## config.mk

```make
export PLATFORM = sky130hd
export DESIGN_NAME = fetch_sequencer
export DESIGN_NICKNAME = d
export VERILOG_FILES = /design/src/rtl/fetch_pkg.sv /design/src/rtl/fetch_queue.sv /design/src/rtl/fetch_sequencer.sv
export SDC_FILE = /design/constraint.sdc
export NUM_CORES = 1
export LEC_CHECK = 0
export CAP_MARGIN = 20
export CORE_MARGIN = 2
export CORE_UTILIZATION = 43
export CTS_CLUSTER_DIAMETER = 30
export DETAILED_ROUTE_END_ITERATION = 8
export MAX_ROUTING_LAYER = met4
export PLACE_DENSITY = 0.7
export RECOVER_POWER = 50
export SLEW_MARGIN = 20
export SYNTH_ARGS = -nofsm -noshare
export SYNTH_HDL_FRONTEND = slang
export SYNTH_SLANG_ARGS = --single-unit
```

## constraint.sdc

```tcl
create_clock -name Clk -period 11.7 [get_ports Clk]
set_clock_uncertainty 0.15 [all_clocks]
set_input_delay 1.755 -clock Clk [delete_from_list [all_inputs] [get_ports Clk]]
set_output_delay 1.755 -clock Clk [all_outputs]
set_load 0.05 [all_outputs]
```

## src/rtl/fetch_pkg.sv

```systemverilog
// Shared types and constants for the instruction-fetch sequencer.
package fetch_pkg;

  typedef enum logic [0:0] {
    RUN,
    FAULT
  } fetch_state_e;

  localparam logic [31:0] FETCH_STEP = 32'd4;

  typedef struct packed {
    logic [31:0] pc;
    logic [31:0] instr;
  } fetch_entry_t;

endpackage

```

## src/rtl/fetch_queue.sv

```systemverilog
// Small power-of-two FIFO holding fetched {pc, instr} entries; flush wins over push/pop.
module fetch_queue
  import fetch_pkg::*;
#(
  parameter int unsigned DEPTH = 2
) (
  input  logic                     i_clk,
  input  logic                     i_rst_n,
  input  logic                     i_push,
  input  logic                     i_pop,
  input  logic                     i_flush,
  input  fetch_entry_t             i_data,
  output fetch_entry_t             o_head,
  output logic [$clog2(DEPTH):0]   o_count
);

  localparam int unsigned PtrW = $clog2(DEPTH);
  localparam int unsigned CntW = PtrW + 1;

  fetch_entry_t         r_mem [DEPTH];
  logic [PtrW-1:0]      r_rd_ptr;
  logic [PtrW-1:0]      r_wr_ptr;
  logic [CntW-1:0]      r_count;

  logic w_do_pop;
  logic w_do_push;

  // A push into a full queue is legal only when the head leaves in the same cycle.
  assign w_do_pop  = i_pop && (r_count != '0);
  assign w_do_push = i_push && ((r_count != CntW'(DEPTH)) || w_do_pop);

  // Pointer and occupancy bookkeeping.
  always_ff @(posedge i_clk or negedge i_rst_n) begin
    if (!i_rst_n) begin
      r_rd_ptr <= '0;
      r_wr_ptr <= '0;
      r_count  <= '0;
    end else if (i_flush) begin
      r_rd_ptr <= '0;
      r_wr_ptr <= '0;
      r_count  <= '0;
    end else begin
      if (w_do_push) r_wr_ptr <= r_wr_ptr + PtrW'(1);
      if (w_do_pop)  r_rd_ptr <= r_rd_ptr + PtrW'(1);
      r_count <= r_count + CntW'(w_do_push) - CntW'(w_do_pop);
    end
  end

  // Entry storage; contents past the head are never observed, so no reset is needed.
  always_ff @(posedge i_clk) begin
    if (w_do_push && !i_flush) r_mem[r_wr_ptr] <= i_data;
  end

  assign o_head  = r_mem[r_rd_ptr];
  assign o_count = r_count;

endmodule

```

## src/rtl/fetch_sequencer.sv

```systemverilog
// Fetch controller: owns the fetch PC, queues fetched instructions, handles redirects and faults.
module fetch_sequencer
  import fetch_pkg::*;
#(
  parameter int unsigned DEPTH      = 2,
  parameter logic [31:0] RESET_PC   = 32'h0000_0000,
  parameter int unsigned IMEM_WORDS = 128
) (
  input  logic                   Clk,
  input  logic                   Reset,
  input  logic                   Enable,
  output logic [31:0]            FetchAddr,
  input  logic [31:0]            MemInstruction,
  input  logic                   RedirectValid,
  input  logic [31:0]            RedirectTarget,
  output logic                   OutValid,
  output logic [31:0]            OutInstruction,
  output logic [31:0]            OutPC,
  input  logic                   OutReady,
  output logic [$clog2(DEPTH):0] Count,
  output logic                   Fault
);

  localparam int unsigned CntW   = $clog2(DEPTH) + 1;
  localparam logic [31:0] LastPc = 32'(IMEM_WORDS * 4 - 4);

  fetch_state_e  r_state;
  logic [31:0]   r_pc;
  logic          r_fault;

  logic          w_run;
  logic          w_pop;
  logic          w_push;
  logic          w_flush;
  logic          w_target_ok;
  logic          w_full;
  fetch_entry_t  w_entry;
  fetch_entry_t  w_head;
  logic [CntW-1:0] w_count;

  assign w_run       = (r_state == RUN);
  assign w_full      = (w_count == CntW'(DEPTH));
  assign w_target_ok = (RedirectTarget[1:0] == 2'b00) && (RedirectTarget <= LastPc);
  assign w_pop       = OutValid && OutReady;
  // Redirects are only honoured in RUN; they flush regardless of target legality.
  assign w_flush     = w_run && RedirectValid;
  assign w_push      = w_run && Enable && !RedirectValid && (!w_full || w_pop);

  assign w_entry.pc    = r_pc;
  assign w_entry.instr = MemInstruction;

  fetch_queue #(
    .DEPTH (DEPTH)
  ) u_queue (
    .i_clk   (Clk),
    .i_rst_n (Reset),
    .i_push  (w_push),
    .i_pop   (w_pop),
    .i_flush (w_flush),
    .i_data  (w_entry),
    .o_head  (w_head),
    .o_count (w_count)
  );

  // Fetch PC, RUN/FAULT state and sticky fault flag.
  always_ff @(posedge Clk or negedge Reset) begin
    if (!Reset) begin
      r_state <= RUN;
      r_pc    <= RESET_PC;
      r_fault <= 1'b0;
    end else begin
      case (r_state)
        RUN: begin
          if (RedirectValid) begin
            if (w_target_ok) begin
              r_pc <= RedirectTarget;
            end else begin
              r_state <= FAULT;
              r_fault <= 1'b1;
            end
          end else if (w_push) begin
            // Last word is fetched normally, then fetch stops instead of wrapping.
            if (r_pc == LastPc) begin
              r_state <= FAULT;
              r_fault <= 1'b1;
            end else begin
              r_pc <= r_pc + FETCH_STEP;
            end
          end
        end
        FAULT: ;
        default: r_state <= FAULT;
      endcase
    end
  end

  assign FetchAddr      = r_pc;
  assign Count          = w_count;
  assign Fault          = r_fault;
  assign OutValid       = (w_count != '0);
  assign OutPC          = OutValid ? w_head.pc : 32'h0;
  assign OutInstruction = OutValid ? w_head.instr : 32'h0;

endmodule

```

# --- After elaboration in Yosys (flattened, before gate mapping) ---
# Memory sizes are Yosys's and may differ from the RTL's.
# Index checks and enable logic that the tools add are counted.
word_totals:
  in_bits: 69
  reg_bits: 38
  wordCells: 64
  mem_bits_rw: 128
  output_inout_bits: 100
  mem_count: 1
memory_table:
  columns: ["name", "depth", "width", "read_ports", "rd_clocked_by_memory_dff", "wr", "line", "source"]
  rows:
  - ["u_queue.r_mem", 2, 64, 1, 0, 1, "fetch_queue.sv:20", "fetch_entry_t r_mem [DEPTH];"]
classes:
  n_mux: 22
  n_reduce_logical: 22
  addsub: 5
  bitwise: 1
  magnitude_cmp: 1
  eq_ne: 6
op_table:
  columns: ["cell", "n"]
  rows:
  - ["$mux W32", 6]
  - ["$add A32 B3 Y32 const B", 1]
  - ["$eq A32 B9 Y1 const B", 1]
  - ["$le A32 B9 Y1 const B", 1]
  - ["$mux W1", 15]
  - ["$reduce_bool A2 Y1", 5]
  - ["$logic_and A1 B1 Y1", 9]
  - ["$reduce_and A4 Y1", 2]
  - ["$ne A2 B2 Y1 const B", 3]
  - ["$logic_not A1 Y1", 3]
  - ["$add A1 B1 Y1 const B", 2]
  - ["$add A2 B1 Y2", 1]
  - ["$eq A2 B2 Y1 const B", 1]
  - ["$logic_not A2 Y1", 1]
  - ["$logic_or A1 B1 Y1", 2]
  - ["$mux W2", 1]
  - ["$ne A2 B1 Y1 const B", 1]
  - ["$sub A2 B1 Y2", 1]
  - ["$not A1 Y1", 1]

# --- Longest topological paths before layout ---
depth:
  word_depth: 8
  ltp_mapped: 9
  depth_no_buf: 9

# --- By module ---
# A second synthesis with hierarchy kept.
unflattened:
  hier_cells: 566
  area_unflattened_um2: 7626.1
modules_own_cells:
  columns: ["module", "n_inst", "cells_per_inst", "area_each_um2"]
  rows:
  - ["fetch_queue", 1, 220, 4870.9]
  - ["fetch_sequencer", 1, 346, 2755.1]

# --- Least setup slack after synthesis ---
# No wires, ideal clock.
synth_timing:
  kind: "input-to-reg"
  from: "in RedirectValid"
  to: "mem u_queue.r_mem[0][0] (netlist bit), enable pin"
  setup_slack_ps: 5937
  path_buffers: 2
  t_arrival_ps: 5126
  path_stages: 5
  required_time_ps: 11063
  cell_sequence: "clkbuf_1 nor2_1 nand3_1 clkbuf_1 nor2_1"
synth_via:
  elab_chain_cells: 7
  word_cells_on_any_way: 9
  cone_classes: "2 x mux; 7 x reduce/logical"
synth_lines:
  columns: ["element", "line", "source"]
  rows:
  - ["start: declaration", "fetch_sequencer.sv:14", "input logic RedirectValid,"]
  - ["$logic_not A1 Y1", "fetch_sequencer.sv:47", "assign w_push = w_run && Enable && !RedirectValid && (!w_full || w_pop);"]
  - ["$logic_and A1 B1 Y1 (2 in a row)", "fetch_sequencer.sv:47", null]
  - ["$logic_and A1 B1 Y1", "fetch_queue.sv:30", "assign w_do_push = i_push && ((r_count != CntW'(DEPTH)) || w_do_pop);"]
  - ["$logic_and A1 B1 Y1 *", "fetch_queue.sv:51", "if (w_do_push && !i_flush) r_mem[r_wr_ptr] <= i_data;"]
  - ["$mux W1 *", "fetch_queue.sv:51", null]
  - ["$mux W1 (not written as such) *", "fetch_queue.sv:51", null]
  - ["end: declaration", "fetch_queue.sv:20", null]
# Mark *: on every way between the ends. The rest lies on a longest branch, timed or not.

# --- Worst setup path in the final report ---
layout_timing:
  from: "in RedirectValid"
  to: "mem u_queue.r_mem[0][43] (netlist bit), enable pin"
# The elaborated chain is that of the path after synthesis.

==> results_dict.tcl <==
set metrics [dict create \
    port_buffers 168 \
    root_buffer "clkbuf_16" \
    maxSlewViolCount 39 \
    cp-end-kind "flip-flop" \
    die_y_um 134 \
    worst_setup_path_start_kind "primary input" \
    worst_slew_margin_rel_pct -38.6 \
    yosys.area.top_type_share_pct 53.1 \
    cts.reportedPaths.clkPinSlew_ps 60 \
    worst_pin_slew_ps 2080 \
    synth-main-ff-cell "edfxtp_1" \
    hold_viol 0 \
    yosysSeqAreaShare_pct 66.2 \
    syn_area_um2 7240 \
    placed_cells 917 \
    critPathRequiredTime_ps 11590 \
    fin_setup_tns_ps 0 \
    status "finished, violations left" \
    diodes 0 \
    drive_above_1_share_pct 6.44 \
    fmax_mhz 212 \
    path_max_fanout 57 \
    grt_pass1_wl_um 27700 \
    drt_pass1_iterations 5 \
    syn_nets 622 \
    synth-edff-count 128 \
    num_io_pins 169 \
    drtIter0Drc 481 \
    synthCells 550 \
    antenna_found_initial 0 \
    clockBufferDepth 2 \
    ys_types 62 \
    cts_max_level 4 \
    layout_commonest_cell "edfxtp_1" \
    asyncSetResetFlopFracSynth_pct 22.9 \
    routed_wl_um 17500 \
    drc 0 \
    grt_max_degree 66 \
    cts_hold_buffers 0 \
    holdCritPathClass "reg2reg" \
    cts_tree "done" \
    hpwl_um 11400 \
    min_from "Fault$_DFFE_PN0P_" \
    finalCritPeriodShare_pct 40.3 \
    start_util_pct 43.8 \
    via_per_inst 5.55 \
    routedWlPerCell_um 18.4 \
    coreArea_um2 16500 \
    grt_usage_pct 20.8 \
    ff2ff_setup_slack_ps 8450 \
    powerDensity_nw_per_um2 205 \
    cts.sinks 166 \
    r2r_start "u_queue.o_count[1]$_DFF_PN0_" \
    synth.avg_cell_area_um2 13.2 \
    ys_ff_latch 166 \
    grt_pass1_vias 5244 \
    hold_path_end "Fault$_DFFE_PN0P_" \
    cts_made_buffers 17 \
    ys_warn_count 0 \
    num_vias 5270 \
    crit_arrival_ps 4610 \
    final_area_um2 9740 \
    die_w_um 134 \
    synth.area.top_cells "edfxtp_1, dfrtp_1, mux2i_1" \
    yosys.area.top_type "edfxtp_1" \
    die_area_um2 17900 \
    cts_setup_buffers 0 \
    final_net_count 789 \
    drv_cap 1 \
    critPathKind "in2reg" \
    fin_crit_ps 4720 \
    whs_path_depth 1 \
    instances_no_fill 950 \
    areaGrowthSynthToFinish_pct 34.5 \
    ant_nets 0 \
    dpl-instance-area_um2 9150 \
    mostFrequentLayoutCells "edfxtp_1, clkdlybuf4s50_1, nor2_1, mux2i_1, dlygate4sd3_1" \
    violations "capacitance limit, slew limit" \
    row_count 47 \
    rsz0062_at_grt "false" \
    r2r-end "u_queue.r_mem[0][43]$_DFFE_PP_" \
    finalSetupViolations 0 \
    gr-total-overflow 0 \
    power.leakage_nw 3.71 \
    cts_resized 0 \
    place.gp.congestion 0.859 \
    clkLatencyLatePin_ps 420 \
    r2r_cells 4 \
    peakVddDrop_mv 0.201 \
]
## worst max-delay path, stage by stage
cell and delay (ps):
clkbuf_1 520, nor2_1 250, nand3_1 570, nor2_1 720
buf_4 730
## registers in the layout (all words and copies together), names as in the netlist
| signal | count |
|---|---|
| u_queue.r_mem | 128 |
| u_queue.r_rd_ptr | 1 |
| FetchAddr | 32 |
| Fault | 1 |
| r_state | 1 |
| u_queue.o_count | 2 |
| u_queue.r_wr_ptr | 1 |
## per-layer routing
layer	share of wire (%)	GRT usage [%]
met3	7.8	4.98
met1	43	27.1
met2	48	32.2
met4	1.5	6.97
met5	0	-
## worst max path at each step
stage / endpoint / depth (start not counted) / start
CTS: u_queue.r_mem[1][53]$_DFFE_PP_ / 5 / RedirectValid
global route: u_queue.r_mem[0][10]$_DFFE_PP_ / 5 / RedirectValid
finish: u_queue.r_mem[0][43]$_DFFE_PP_ / 5 / RedirectValid
global placement: u_queue.r_mem[1][26]$_DFFE_PP_ / 5 / RedirectValid
detailed placement: u_queue.r_mem[1][4]$_DFFE_PP_ / 5 / RedirectValid
floorplan: u_queue.r_mem[0][0]$_DFFE_PP_ / 5 / RedirectValid
## power by group
| part | total [mW] | switching, mW | internal, mW | leakage [nW] |
|---|---|---|---|---|
| registers | 0.676 | 0.0343 | 0.641 | 1.68 |
| logic | 0.770 | 0.503 | 0.267 | 1.75 |
| clock network | 0.548 | 0.216 | 0.332 | 0.280 |
## logic make-up (layout without fill, tap and decap cells)
| group | count (synthesis) | count (layout) | synth area share [%] |
|---|---|---|---|
| AO/OA/AOI/OAI | 67 | 67 | 6.67 |
| XOR/XNOR | 7 | 7 | 0.847 |
| flip-flops | 166 | 166 | 66.2 |
| multiplexers | 69 | 69 | 9.56 |
| adder cells (fa/ha/maj) | 3 | 3 | 0.519 |
| buffers and inverters | 36 | 216 | 1.88 |
| AND/OR/NAND/NOR | 202 | 202 | 14.3 |
## synthesized netlist by cell type, types with 4 or more instances
cell type / count
a21oi_1: 15
xnor2_1: 5
nor2_1: 88
mux2i_1: 68
and2_1: 6
nand3_1: 12
inv_1: 10
nand4_1: 9
buf_1: 4
or3_1: 4
edfxtp_1: 128
o21ai_0: 9
dfrtp_1: 38
nor4_1: 16
nor3_1: 17
nor3b_1: 4
o31ai_1: 5
or4_1: 5
nand2_1: 17
clkbuf_1: 20
and3_1: 8
## metrics by stage
stage / hold slack [ps] / util [%] / power, mW / setup WS, ps
6_report: 342 / 58.9 / 1.99 / 6980
5_1_grt: 356 / 58.9 / 2.07 / 6810
4_1_cts: 355 / 58.9 / 2.01 / 6690
3_5_place_dp: 326 / 55.4 / 1.46 / 6260
3_3_place_gp: 332 / 55.4 / 1.46 / 6310
2_1_floorplan: 374 / - / 1.20 / 5940
## area by class of cell
cell class                      count  area (um^2)
Multi-Input combinational cell    348         2320
Fill cell                        1317         6790
Clock inverter                      7         93.8
Clock buffer                       25          485
Timing Repair Buffer              173         1730
Sequential cell                   166         4800
Tap cell                          220          275
Inverter                           11         41.3
No activity file was read; power rests on OpenSTA's default activity.
